===== config.mk =====
export PLATFORM = sky130hd
export DESIGN_NAME = stopwatch_bcd_counter
export DESIGN_NICKNAME = d
export VERILOG_FILES = /design/src/rtl/stopwatch_bcd_counter_pkg.sv /design/src/rtl/stopwatch_bcd_counter_digit.sv /design/src/rtl/stopwatch_bcd_counter.sv
export SDC_FILE = /design/constraint.sdc
export NUM_CORES = 1
export LEC_CHECK = 0
export CORE_UTILIZATION = 45
export DETAILED_ROUTE_END_ITERATION = 10
export PLACE_DENSITY = 0.71
export SYNTH_ARGS = -nofsm -noshare
export SYNTH_HDL_FRONTEND = slang
export SYNTH_HIERARCHICAL = 1
export SYNTH_SLANG_ARGS = --single-unit

===== constraint.sdc =====
create_clock -name clk -period 4.1 [get_ports clk]
set_input_delay 0.82 -clock clk [delete_from_list [all_inputs] [get_ports clk]]
set_output_delay 0.82 -clock clk [all_outputs]
set_load 0.005 [all_outputs]

===== src/rtl/stopwatch_bcd_counter_pkg.sv =====
// Shared types and digit limits for the stopwatch timebase and BCD counter chain.
package stopwatch_pkg;

   typedef logic [3:0] bcd_t;

   typedef enum logic [1:0] {
      IDLE  = 2'd0,
      RUN   = 2'd1,
      PAUSE = 2'd2
   } sw_state_e;

   localparam bcd_t SEC_ONES_MAX = 4'd9;
   localparam bcd_t SEC_TENS_MAX = 4'd5;
   localparam bcd_t MIN_ONES_MAX = 4'd9;
   localparam bcd_t MIN_TENS_MAX = 4'd5;

endpackage


===== src/rtl/stopwatch_bcd_counter_digit.sv =====
// Single BCD digit counter: counts 0..MAX on inc, wraps to 0 and flags carry.
module bcd_digit_counter
   import stopwatch_pkg::*;
#(
   parameter bcd_t MAX = 4'd9
) (
   input  logic clk,
   input  logic rst_n,
   input  logic clr,
   input  logic inc,
   output bcd_t q,
   output logic carry
);

   bcd_t q_q;
   bcd_t q_d;

   always_comb begin
      q_d = q_q;
      if (clr) begin
         q_d = '0;
      end else if (inc) begin
         q_d = (q_q >= MAX) ? '0 : q_q + 4'd1;
      end
   end

   always_ff @(posedge clk or negedge rst_n) begin
      if (!rst_n) begin
         q_q <= '0;
      end else begin
         q_q <= q_d;
      end
   end

   assign q     = q_q;
   assign carry = inc && (q_q == MAX);

endmodule


===== src/rtl/stopwatch_bcd_counter.sv =====
// Stopwatch timebase: one-second prescaler, start/pause/clear FSM and MM:SS BCD chain.
// Optional lap freeze of the displayed digits is built when STOPWATCH_LAP_EN is defined.
//
// state | meaning
// IDLE  | cleared, prescaler held at 0, digits 00:00
// RUN   | prescaler counting, digits advance once per TICK_DIV cycles
// PAUSE | prescaler and digits hold, fractional second kept for resume
module stopwatch_bcd_counter
   import stopwatch_pkg::*;
#(
   parameter int unsigned TICK_DIV = 100_000_000
) (
   input  logic clk,
   input  logic rst_n,
   input  logic start_stop,
   input  logic clear,
   input  logic lap,
   output bcd_t sec_ones,
   output bcd_t sec_tens,
   output bcd_t min_ones,
   output bcd_t min_tens,
   output logic running,
   output logic rollover
);

   localparam int unsigned PW = (TICK_DIV > 2) ? $clog2(TICK_DIV) : 1;
   localparam logic [PW-1:0] PRESC_MAX = PW'(TICK_DIV - 1);

   sw_state_e     state_q, state_d;
   logic [PW-1:0] presc_q, presc_d;
   logic          running_q, running_d;
   logic          rollover_q, rollover_d;
   logic          tick;

   bcd_t so_q, st_q, mo_q, mt_q;
   logic so_carry, st_carry, mo_carry, mt_carry;
   logic [15:0] live;

   assign tick = (state_q == RUN) && (presc_q == PRESC_MAX);

   always_comb begin
      state_d = state_q;
      presc_d = presc_q;
      case (state_q)
         IDLE: begin
            presc_d = '0;
            if (start_stop) state_d = RUN;
         end
         RUN: begin
            presc_d = tick ? '0 : presc_q + 1'b1;
            if (start_stop) state_d = PAUSE;
         end
         PAUSE: begin
            if (start_stop) state_d = RUN;
         end
         default: begin
            state_d = IDLE;
            presc_d = '0;
         end
      endcase
      // clear wins over any start/pause request in the same cycle
      if (clear) begin
         state_d = IDLE;
         presc_d = '0;
      end
   end

   always_comb begin
      running_d  = (state_d == RUN);
      rollover_d = mt_carry && !clear;
   end

   always_ff @(posedge clk or negedge rst_n) begin
      if (!rst_n) begin
         state_q    <= IDLE;
         presc_q    <= '0;
         running_q  <= 1'b0;
         rollover_q <= 1'b0;
      end else begin
         state_q    <= state_d;
         presc_q    <= presc_d;
         running_q  <= running_d;
         rollover_q <= rollover_d;
      end
   end

   bcd_digit_counter #(.MAX(SEC_ONES_MAX)) u_sec_ones (
      .clk(clk), .rst_n(rst_n), .clr(clear), .inc(tick),     .q(so_q), .carry(so_carry)
   );
   bcd_digit_counter #(.MAX(SEC_TENS_MAX)) u_sec_tens (
      .clk(clk), .rst_n(rst_n), .clr(clear), .inc(so_carry), .q(st_q), .carry(st_carry)
   );
   bcd_digit_counter #(.MAX(MIN_ONES_MAX)) u_min_ones (
      .clk(clk), .rst_n(rst_n), .clr(clear), .inc(st_carry), .q(mo_q), .carry(mo_carry)
   );
   bcd_digit_counter #(.MAX(MIN_TENS_MAX)) u_min_tens (
      .clk(clk), .rst_n(rst_n), .clr(clear), .inc(mo_carry), .q(mt_q), .carry(mt_carry)
   );

   assign live = {mt_q, mo_q, st_q, so_q};

`ifdef STOPWATCH_LAP_EN
   logic        frz_q, frz_d;
   logic [15:0] snap_q, snap_d;

   always_comb begin
      frz_d  = frz_q;
      snap_d = snap_q;
      if (clear) begin
         frz_d = 1'b0;
      end else if (lap && (state_q != IDLE)) begin
         frz_d = !frz_q;
         if (!frz_q) snap_d = live;
      end
   end

   always_ff @(posedge clk or negedge rst_n) begin
      if (!rst_n) begin
         frz_q  <= 1'b0;
         snap_q <= '0;
      end else begin
         frz_q  <= frz_d;
         snap_q <= snap_d;
      end
   end

   assign {min_tens, min_ones, sec_tens, sec_ones} = frz_q ? snap_q : live;
`else
   logic lap_unused;
   assign lap_unused = lap;
   assign {min_tens, min_ones, sec_tens, sec_ones} = live;
`endif

   assign running  = running_q;
   assign rollover = rollover_q;

endmodule


; ---- Word level (Yosys, flattened, before mapping)
; Cells that the tools add are included.
[word_totals]
regBits = 47
[op_classes]
n_addsub = 5
order_cmp = 4
eq_ne = 9
n_mux = 19
n_reduce_logical = 13
[ops]
columns = op, count
row1 = $mux 27, 2
row2 = $pmux 27 s2, 1
row3 = $mux 4, 12
row4 = $add 27x1->27 const B, 1
row5 = $eq 27x27->1 const B, 1
row6 = $add 4x1->4 const B, 4
row7 = $eq 4x3->1 const B, 2
row8 = $eq 4x4->1 const B, 2
row9 = $ge 4x3->1 const B, 2
row10 = $ge 4x4->1 const B, 2
row11 = $reduce_bool 2->1, 4
row12 = $logic_and 1x1->1, 6
row13 = $mux 2, 3
row14 = $eq 2x1->1 const B, 2
row15 = $pmux 2 s2, 1
row16 = $eq 2x2->1 const B, 1
row17 = $logic_not 2->1, 1
row18 = $ne 2x2->1 const B, 1
row19 = $reduce_or 2->1, 1
row20 = $logic_not 1->1, 1

; ---- Logic depth before layout (Yosys ltp)
; Gate-level depths: netlist of run 1.
[depth]
word_depth = 7
ltp_mapped = 13

; ---- Hierarchy
; Netlist of run 1, hierarchy kept.
[by_module_without_submodules]
columns = mod, instances, cells_each, area_each_um2, seq_area_each_um2
row1 = stopwatch_bcd_counter, 1, 166, 1687.9, 775.7
row2 = bcd_digit_counter at u_min_tens ..., 2, 26, 279.0, 100.1
row3 = bcd_digit_counter at u_min_ones ..., 2, 27, 269.0, 100.1

; ---- Least setup slack after synthesis of run 1
; No wires, ideal clock.
[synth_timing]
path_type = flip-flop to flip-flop
startpoint = reg presc_q[17]
endpoint = reg u_min_tens.q_q[0], in the netlist u_min_tens/q[0]
setup_ns = 0.066
t_arrival_ns = 3.023
required_time_ns = 4.034
slack_ns = 1.011
path_stages_with_launch = 13
path_cell_list = dfrtp_1 -> or4b_4 -> nor4_4 -> and2_1 -> buf_6 -> and4b_2 -> and3b_1 -> and2_1 -> buf_6 -> and4b_2 -> inv_1 -> a2111oi_4 -> mux2_1
[synth_via]
elab_chain_cells = 6
[synth_lines]
columns = element, line_no
row1 = "start, declared", stopwatch_bcd_counter.sv:30  ; logic [PW-1:0] presc_q, presc_d;
row2 = "start signal, assigned", stopwatch_bcd_counter.sv:81  ; presc_q <= presc_d;
row3 = $eq 27x27->1, stopwatch_bcd_counter.sv:39  ; assign tick = (state_q == RUN) && (presc_q == PRESC_MAX);
row4 = $logic_and 1x1->1, stopwatch_bcd_counter.sv:39
row5 = via tick, stopwatch_bcd_counter.sv:33  ; logic tick;
row6 = $logic_and 1x1->1, stopwatch_bcd_counter_digit.sv:36  ; assign carry = inc && (q_q == MAX);
row7 = via so_carry, stopwatch_bcd_counter.sv:36  ; logic so_carry, st_carry, mo_carry, mt_carry;
row8 = $logic_and 1x1->1, stopwatch_bcd_counter_digit.sv:36
row9 = via st_carry, stopwatch_bcd_counter.sv:36
row10 = $logic_and 1x1->1, stopwatch_bcd_counter_digit.sv:36
row11 = via mo_carry, stopwatch_bcd_counter.sv:36
row12 = $reduce_bool 2->1 (no source line), n/a
row13 = "end signal, assigned", stopwatch_bcd_counter_digit.sv:31  ; q_q <= q_d;
row14 = "end, declared", stopwatch_bcd_counter_digit.sv:15  ; bcd_t q_q;
; The timed path passes the listed nets, and every way through them passes these cells.
; A chain may end at the register's enable or synchronous reset.

; ---- Final worst setup path of run 1
; Ends and elaborated chain as after synthesis.

==> results of run 1 <==
metrics by stage:
stage          hold slack (ns)  power [mW]
3_5_place_dp             0.500       0.532
2_1_floorplan            0.465       0.506
6_report                 0.516       0.796
5_1_grt                  0.548       0.834
3_3_place_gp             0.499       0.531
4_1_cts                  0.514       0.810
logic make-up (layout without fill, tap and decap cells):
family / count (synthesis) / after routing / share of synthesized area
and+or+nand+nor: 128 / 128 / 0.283
DFF: 47 / 47 / 0.422
AOI/OAI and AO/OA: 44 / 44 / 0.125
xor gates and xnor gates: 18 / 18 / 0.0566
buffers and inverters: 18 / 43 / 0.0377
adders and majority gates: 13 / 13 / 0.0584
muxes: 4 / 4 / 0.0162
flip-flops by register name, indices dropped and copies added, names as in the netlist:
signal        cells
rollover          1
u_sec_tens/q      4
presc_q          27
u_min_ones/q      4
u_sec_ones/q      4
running           1
state_q           2
u_min_tens/q      4
report_power, final:
group | leakage, nW | switching [mW] | internal [mW]
Combinational | 0.562 | 0.0318 | 0.0166
Sequential | 0.654 | 0.00568 | 0.468
Clock | 0.0412 | 0.155 | 0.119
Total | 1.26 | 0.192 | 0.603
Yosys cell counts (3+ instances only):
| cell | n | area (um^2) |
|---|---|---|
| buf_6 | 5 | 56.3 |
| and4_1 | 4 | 35.0 |
| nand2b_1 | 5 | 31.3 |
| a41oi_1 | 4 | 35.0 |
| nor4_2 | 3 | 37.5 |
| and3_1 | 3 | 18.8 |
| nand4_1 | 11 | 68.8 |
| nor3_1 | 8 | 40.0 |
| nor2_1 | 22 | 82.6 |
| nor2b_1 | 5 | 31.3 |
| dfrtp_1 | 47 | 1180 |
| or3b_1 | 3 | 26.3 |
| nor2_2 | 10 | 62.6 |
| inv_1 | 12 | 45.0 |
| nand3b_1 | 3 | 22.5 |
| a21oi_1 | 16 | 80.1 |
| nand3_1 | 13 | 65.1 |
| xnor2_1 | 9 | 78.8 |
| xor2_1 | 9 | 78.8 |
| o21ai_0 | 4 | 20.0 |
| and2_1 | 4 | 25.0 |
| ha_1 | 13 | 163 |
| a31oi_1 | 5 | 31.3 |
| nand2_1 | 18 | 67.6 |
placed cells by master, fill, tap and decap left out, types with 3 or more instances in the layout:
| cell | netlist | final |
|---|---|---|
| nand2b_1 | 5 | 5 |
| nor2_2 | 10 | 10 |
| xor2_1 | 9 | 9 |
| clkbuf_8 | 0 | 5 |
| clkdlybuf4s50_1 | 0 | 20 |
| nand3_1 | 13 | 13 |
| nor3_1 | 8 | 8 |
| nand2_1 | 18 | 18 |
| a31oi_1 | 5 | 5 |
| nor2b_1 | 5 | 5 |
| nand4_1 | 11 | 11 |
| xnor2_1 | 9 | 9 |
| or3b_1 | 3 | 3 |
| and2_1 | 4 | 4 |
| dfrtp_1 | 47 | 47 |
| and3_1 | 3 | 3 |
| nor4_2 | 3 | 3 |
| nand3b_1 | 3 | 3 |
| o21ai_0 | 4 | 4 |
| a41oi_1 | 4 | 4 |
| and4_1 | 4 | 4 |
| a21oi_1 | 16 | 16 |
| inv_1 | 12 | 12 |
| ha_1 | 13 | 13 |
| nor2_1 | 22 | 22 |
final cells by class:
| cell class | count | area, um^2 |
|---|---|---|
| multi-input cells | 207 | 1500 |
| repair buffers | 23 | 220 |
| inverters | 12 | 45.0 |
| well taps | 75 | 93.8 |
| flip-flops and latches | 47 | 1180 |
| clock buffers | 6 | 72.6 |
| clock inverters | 2 | 12.5 |
| fillers | 558 | 2830 |
final timing paths:
| path | endpoint | slack (ns) | start | cells past startpoint |
|---|---|---|---|---|
| max | u_min_tens/q[0] | 0.58 | presc_q[17] | 10 |
| min | presc_q[25] | 0.52 | presc_q[25] | 1 |
| max reg2reg | u_min_tens/q[0] | 0.58 | presc_q[17] | 10 |
| min reg2reg | presc_q[25] | 0.52 | presc_q[25] | 1 |
| max in group asynchronous | presc_q[5] | 2.74 | rst_n | 1 |
| min in group asynchronous | presc_q[15] | 0.70 | rst_n | 1 |
metal layers:
| metal | part of all wire | wire [um] | vias up |
|---|---|---|---|
| li1 | - | - | 1027 |
| met1 | 0.48 | 2450 | 963 |
| met5 | 0 | 0 | - |
| met2 | 0.48 | 2460 | 30 |
| met3 | 0.028 | 144 | 6 |
| met4 | 0.012 | 62 | 0 |
==> out/qor.txt, run 1 <==
OUTCOME
-------------------------------------------------------------------------------
Result of the run ................................................ finished clean

PLACE
-------------------------------------------------------------------------------
Quantity of I/O buffers inserted on ports ........................           21
Pre-CTS worst setup slack ........................................     0.598 ns
Post-DP HPWL .....................................................      3620 um
Post-placement cell area .........................................    3040 um^2
Placed Cells .....................................................          364
Final weighted congestion of routability-driven global placement .        0.765

SYNTHESIS
-------------------------------------------------------------------------------
Gate Count Post-Synth ............................................          272
Synth Register Bits ..............................................           47
Number of flops mapped to enable cells by yosys ..................            0
Asr flop ratio synth .............................................         1.00
Number of warnings issued by yosys ...............................            6
Number of nets in the synthesized netlist ........................          290
Summed instance area of the synthesized netlist ..................    2780 um^2
Avg Cell Area, Syn ...............................................    10.2 um^2
Synth unique cells ...............................................           46
Most used flip-flop cell after synthesis .........................      dfrtp_1
Share of the yosys chip area belonging to registers ..............        0.422

CLOCK NETWORK
-------------------------------------------------------------------------------
Clk Tree Root Cell ...............................................     clkbuf_8
Clock-pin transition on the worst setup and hold timing paths ....      0.09 ns
Number of gates resized after CTS ................................            0
Cts-stage hold buffer count ......................................            0
Total CTS buffers ................................................            5
TritonCTS clock tree .............................................        built
Number of buffers on the longest clock path ......................            2
Number of levels the H-tree was split into .......................            2
Clock Latency Late Sink ..........................................      0.31 ns
Count of clock tree sinks ........................................           47
Number of post-CTS setup repair buffers ..........................            0

GRT
-------------------------------------------------------------------------------
Wire length of the first global-routing pass .....................      8980 um
Routing layer with the top usage in global route .................         met2
Global Route Usage Sum ...........................................        0.178
Number of global-route vias before repair ........................         1945
Met1 usage in global routing .....................................        0.233
Antenna violations before repair .................................            0
Total grt overflow ...............................................            0
Met3 demand-to-capacity share in global routing ..................       0.0307
Largest net degree at the start of global routing ................           48
Met2 Track Usage GR ..............................................        0.297

WORST SETUP PATH
-------------------------------------------------------------------------------
Largest delay contributor family on the critical path ............ simple AND/OR/NAND/NOR gates
Capturing element type of the critical path ......................         flop
Critical path class .............................................. flop to flop
Max Fanout on Critical Path ......................................            9
Critical path buffer and inverter count ..........................            1
Sequence of cells on the critical path ........................... or4b_4 -> nor4_4 -> and2_1 -> and4b_2 -> and3b_1 -> and2_1 -> and4b_2 -> inv_1 -> a2111oi_4 -> mux2_1
Slowest CP cell ..................................................       or4b_4
Kind of start point of the critical path .........................         flop
Crit path largest cell delay .....................................      0.57 ns
Required @ worst endpoint ........................................      4.35 ns
Arr. time, crit path .............................................      3.78 ns

ROUTING
-------------------------------------------------------------------------------
Post-detailed-route count of antenna-violating nets ..............            0
Vias post-DR .....................................................         2026
Number of detailed-route iterations in the first pass ............            4
Average detailed-routed wire length per instance .................      13.8 um
Via count normalized by instance count ...........................         5.45
Routed wire length ...............................................      5120 um
Detailed router's first-iteration violation count ................          108
Detailed-route DRC error count ...................................            0

FLOORPLAN
-------------------------------------------------------------------------------
Horiz. Die Dim ...................................................      80.7 um
Core area ........................................................    5960 um^2
Number of standard-cell rows in the floorplan ....................           28
Boundary Pins ....................................................           23
Die extent in y ..................................................      80.7 um
Total Die Area ...................................................    6510 um^2
Starting Density .................................................        0.467

STA
-------------------------------------------------------------------------------
Largest clock skew in the final design ...........................   0.00916 ns
Final worst path period need .....................................      3.52 ns
Slew of the pin with the lowest slew margin ......................      1.06 ns
Setup-failing EPs final ..........................................            0
Setup total negative slack .......................................         0 ns
Total count of max-transition violations in the final report .....            0
Unrepaired setup endpoints after global routing ..................           no
Post-route fraction of the period consumed by the critical path ..        0.860
Min setup slack post-route .......................................     0.576 ns
Max frequency ....................................................    0.284 GHz
Slew headroom ....................................................        0.291
Hold Violations, Final ...........................................            0

POWER
-------------------------------------------------------------------------------
Ratio of total power to cell area ................................  255 nW/um^2
Peak ir drop on the vdd network ..................................       148 uV
Leakage dissipation ..............................................      1.26 nW

FINAL LAYOUT
-------------------------------------------------------------------------------
Non-filler cells, final ..........................................          372
Net count of the finished layout .................................          314
Fraction of layout cells with a size suffix above 1 ..............        0.131
Area growth, synth to finish .....................................        12.2%
Count of antenna diodes in the layout ............................            0
Final Core Density ...............................................        0.524
Area of all placed cells without fillers .........................    3120 um^2

WORST HOLD PATH
-------------------------------------------------------------------------------
Type of the worst min-delay path ................................. flop to flop

RUN
-------------------------------------------------------------------------------
Max_cap viols ....................................................            0

Power figures use the tool's default switching activity.
==> inputs of run 2 (changes only) <==
--- a/config.mk
+++ b/config.mk
@@ -8,6 +8,7 @@
 export CORE_UTILIZATION = 45
 export DETAILED_ROUTE_END_ITERATION = 10
 export PLACE_DENSITY = 0.71
+export SETUP_SLACK_MARGIN = 0.15
 export SYNTH_ARGS = -nofsm -noshare
 export SYNTH_HDL_FRONTEND = slang
 export SYNTH_HIERARCHICAL = 1
==> results of run 2 <==
Final layout, timing and power as in run 1 (identical DEF).
==> inputs of run 3 (changes only) <==
--- a/config.mk
+++ b/config.mk
@@ -6,6 +6,7 @@
 export NUM_CORES = 1
 export LEC_CHECK = 0
 export CORE_UTILIZATION = 45
+export CTS_BUF_LIST = sky130_fd_sc_hd__clkbuf_4 sky130_fd_sc_hd__clkbuf_8
 export DETAILED_ROUTE_END_ITERATION = 10
 export PLACE_DENSITY = 0.71
 export SETUP_SLACK_MARGIN = 0.15
==> run 3 against run 2 <==
First-iteration DRC count did not move. Cell area rose by 0.12%. Via count did not move. Sequential share of layout area hardly changed. Cell count is the same. Die area is the same. Worst setup slack about the same. Largest cell class unchanged. Highest routed layer unchanged.
==> out/qor.txt, run 3 (same netlist as run 1, synthesis figures left out) <==
CLOCK NETWORK
-------------------------------------------------------------------------------------
Number of buffers on the longest clock path ............................            2
Clk Tree Root Cell .....................................................     clkbuf_8
Number of levels the H-tree was split into .............................            2
TritonCTS clock tree ...................................................        built
Clock Latency Late Sink ................................................      0.31 ns
Cts-stage hold buffer count ............................................            0
Number of post-CTS setup repair buffers ................................            0
Total CTS buffers ......................................................            5
Count of clock tree sinks ..............................................           47
Number of gates resized after CTS ......................................            0
Clock-pin transition on the worst setup and hold timing paths ..........      0.09 ns

STA
-------------------------------------------------------------------------------------
Min setup slack post-route .............................................     0.576 ns
Setup-failing EPs final ................................................            0
Hold WS ................................................................     0.516 ns
Largest clock skew in the final design .................................   0.00925 ns
Final worst path period need ...........................................      3.52 ns
Post-route fraction of the period consumed by the critical path ........        0.860
Total count of max-transition violations in the final report ...........            0
Unrepaired setup endpoints after global routing ........................           no
Max frequency ..........................................................    0.284 GHz
Setup total negative slack .............................................         0 ns
Slew headroom ..........................................................        0.291
Slew of the pin with the lowest slew margin ............................      1.06 ns
Hold Violations, Final .................................................            0

FINAL LAYOUT
-------------------------------------------------------------------------------------
Non-filler cells, final ................................................          372
Reg with most FFs ......................................................      presc_q
Fraction of layout cells with a size suffix above 1 ....................        0.135
Most frequent standard cell in the layout excluding fill and tap cells .      dfrtp_1
Area of all placed cells without fillers ...............................    3130 um^2
Highest-count cells in the layout ignoring fill and taps ............... dfrtp_1, nor2_1, clkdlybuf4s50_1
Max reg flops ..........................................................           27
Number of fill cells in the layout .....................................          558
Net count of the finished layout .......................................          314
Count of antenna diodes in the layout ..................................            0
Area growth, synth to finish ...........................................        12.3%

WORST SETUP PATH
-------------------------------------------------------------------------------------
Max Fanout on Critical Path ............................................            9
Slowest CP cell ........................................................       or4b_4
Crit path largest cell delay ...........................................      0.57 ns
Required @ worst endpoint ..............................................      4.35 ns
Critical path class .................................................... flop to flop
Sequence of cells on the critical path ................................. or4b_4 -> nor4_4 -> and2_1 -> and4b_2 -> and3b_1 -> and2_1 -> and4b_2 -> inv_1 -> a2111oi_4 -> mux2_1
Capturing element type of the critical path ............................         flop
Worst reg-to-reg path cell count .......................................           10
Arr. time, crit path ...................................................      3.78 ns
Kind of start point of the critical path ...............................         flop
Worst-case register-to-register setup slack ............................      0.58 ns

WORST HOLD PATH
-------------------------------------------------------------------------------------
Type of the worst min-delay path ....................................... flop to flop
Depth of the worst hold-timing path ....................................            1

GRT
-------------------------------------------------------------------------------------
Met3 demand-to-capacity share in global routing ........................       0.0307
Largest net degree at the start of global routing ......................           48
Routing layer with the top usage in global route .......................         met2
Number of global-route vias before repair ..............................         1945
Met2 Track Usage GR ....................................................        0.297
Total grt overflow .....................................................            0
Global Route Usage Sum .................................................        0.178
Wire length of the first global-routing pass ...........................      8980 um
Antenna violations before repair .......................................            0
Met1 usage in global routing ...........................................        0.233

ROUTING
-------------------------------------------------------------------------------------
Via count normalized by instance count .................................         5.45
Number of detailed-route iterations in the first pass ..................            4
Detailed-route DRC error count .........................................            0
Detailed router's first-iteration violation count ......................          108
Vias post-DR ...........................................................         2026
Routed wire length .....................................................      5120 um
Post-detailed-route count of antenna-violating nets ....................            0
Average detailed-routed wire length per instance .......................      13.8 um

FLOORPLAN
-------------------------------------------------------------------------------------
Core area ..............................................................    5960 um^2
Boundary Pins ..........................................................           23
Die extent in y ........................................................      80.7 um
Number of standard-cell rows in the floorplan ..........................           28
Starting Density .......................................................        0.467
Horiz. Die Dim .........................................................      80.7 um
Total Die Area .........................................................    6510 um^2

RUN
-------------------------------------------------------------------------------------
Max_cap viols ..........................................................            0

PLACE
-------------------------------------------------------------------------------------
Placed Cells ...........................................................          364
Pre-CTS worst setup slack ..............................................     0.598 ns
Post-placement cell area ...............................................    3040 um^2
Post-DP HPWL ...........................................................      3620 um
Final weighted congestion of routability-driven global placement .......        0.765
Quantity of I/O buffers inserted on ports ..............................           21

OUTCOME
-------------------------------------------------------------------------------------
Result of the run ...................................................... finished clean

POWER
-------------------------------------------------------------------------------------
Ratio of total power to cell area ......................................  257 nW/um^2
Peak ir drop on the vdd network ........................................       148 uV
Leakage dissipation ....................................................      1.26 nW

run 3: final cells by class:
cell class,instances,area (um^2),area share
multi-input cells,207,1500,0.481
flip-flops and latches,47,1180,0.376
repair buffers,23,220,0.0704
well taps,75,93.8,0.0300
clock buffers,6,76.3,0.0244
inverters,12,45.0,0.0144
clock inverters,2,12.5,0.00400
run 3: metal layers:
layer | wire length (um) | up-vias | part of all wire
li1 | - | 1027 | -
met4 | 62 | 0 | 0.012
met3 | 144 | 6 | 0.028
met2 | 2460 | 30 | 0.48
met5 | 0 | - | 0
met1 | 2450 | 963 | 0.48
run 3: through the flow:
step                      total power [mW]  utilization
final                                0.802        0.525
after global routing                 0.841        0.525
after CTS                            0.816        0.525
after detailed placement             0.532        0.510
after global placement               0.531        0.510
after floorplan                      0.506            -
run 3: power by group:
group	total [mW]	leakage [nW]	internal [mW]	switching (mW)
sequential	0.473	0.654	0.468	0.00568
combinational	0.0484	0.562	0.0166	0.0318
clock	0.281	0.0446	0.126	0.155
total	0.802	1.26	0.610	0.192
run 3: worst max-delay path, delay by kind of cell, from the launching register on:
| kind | cells | cell delay, ns |
|---|---|---|
| simple gates | 7 | 2.41 |
| mux | 1 | 0.18 |
| compound gates | 1 | 0.34 |
| buf+inv | 1 | 0.09 |
| flops | 1 | 0.45 |
run 3: worst paths after layout:
path	start	end
min in group asynchronous	rst_n	presc_q[15]
worst max-delay path	presc_q[17]	u_min_tens/q[0]
worst max register to register	presc_q[17]	u_min_tens/q[0]
max in group asynchronous	rst_n	presc_q[5]
worst min-delay path	presc_q[25]	presc_q[25]
worst min register to register	presc_q[25]	presc_q[25]
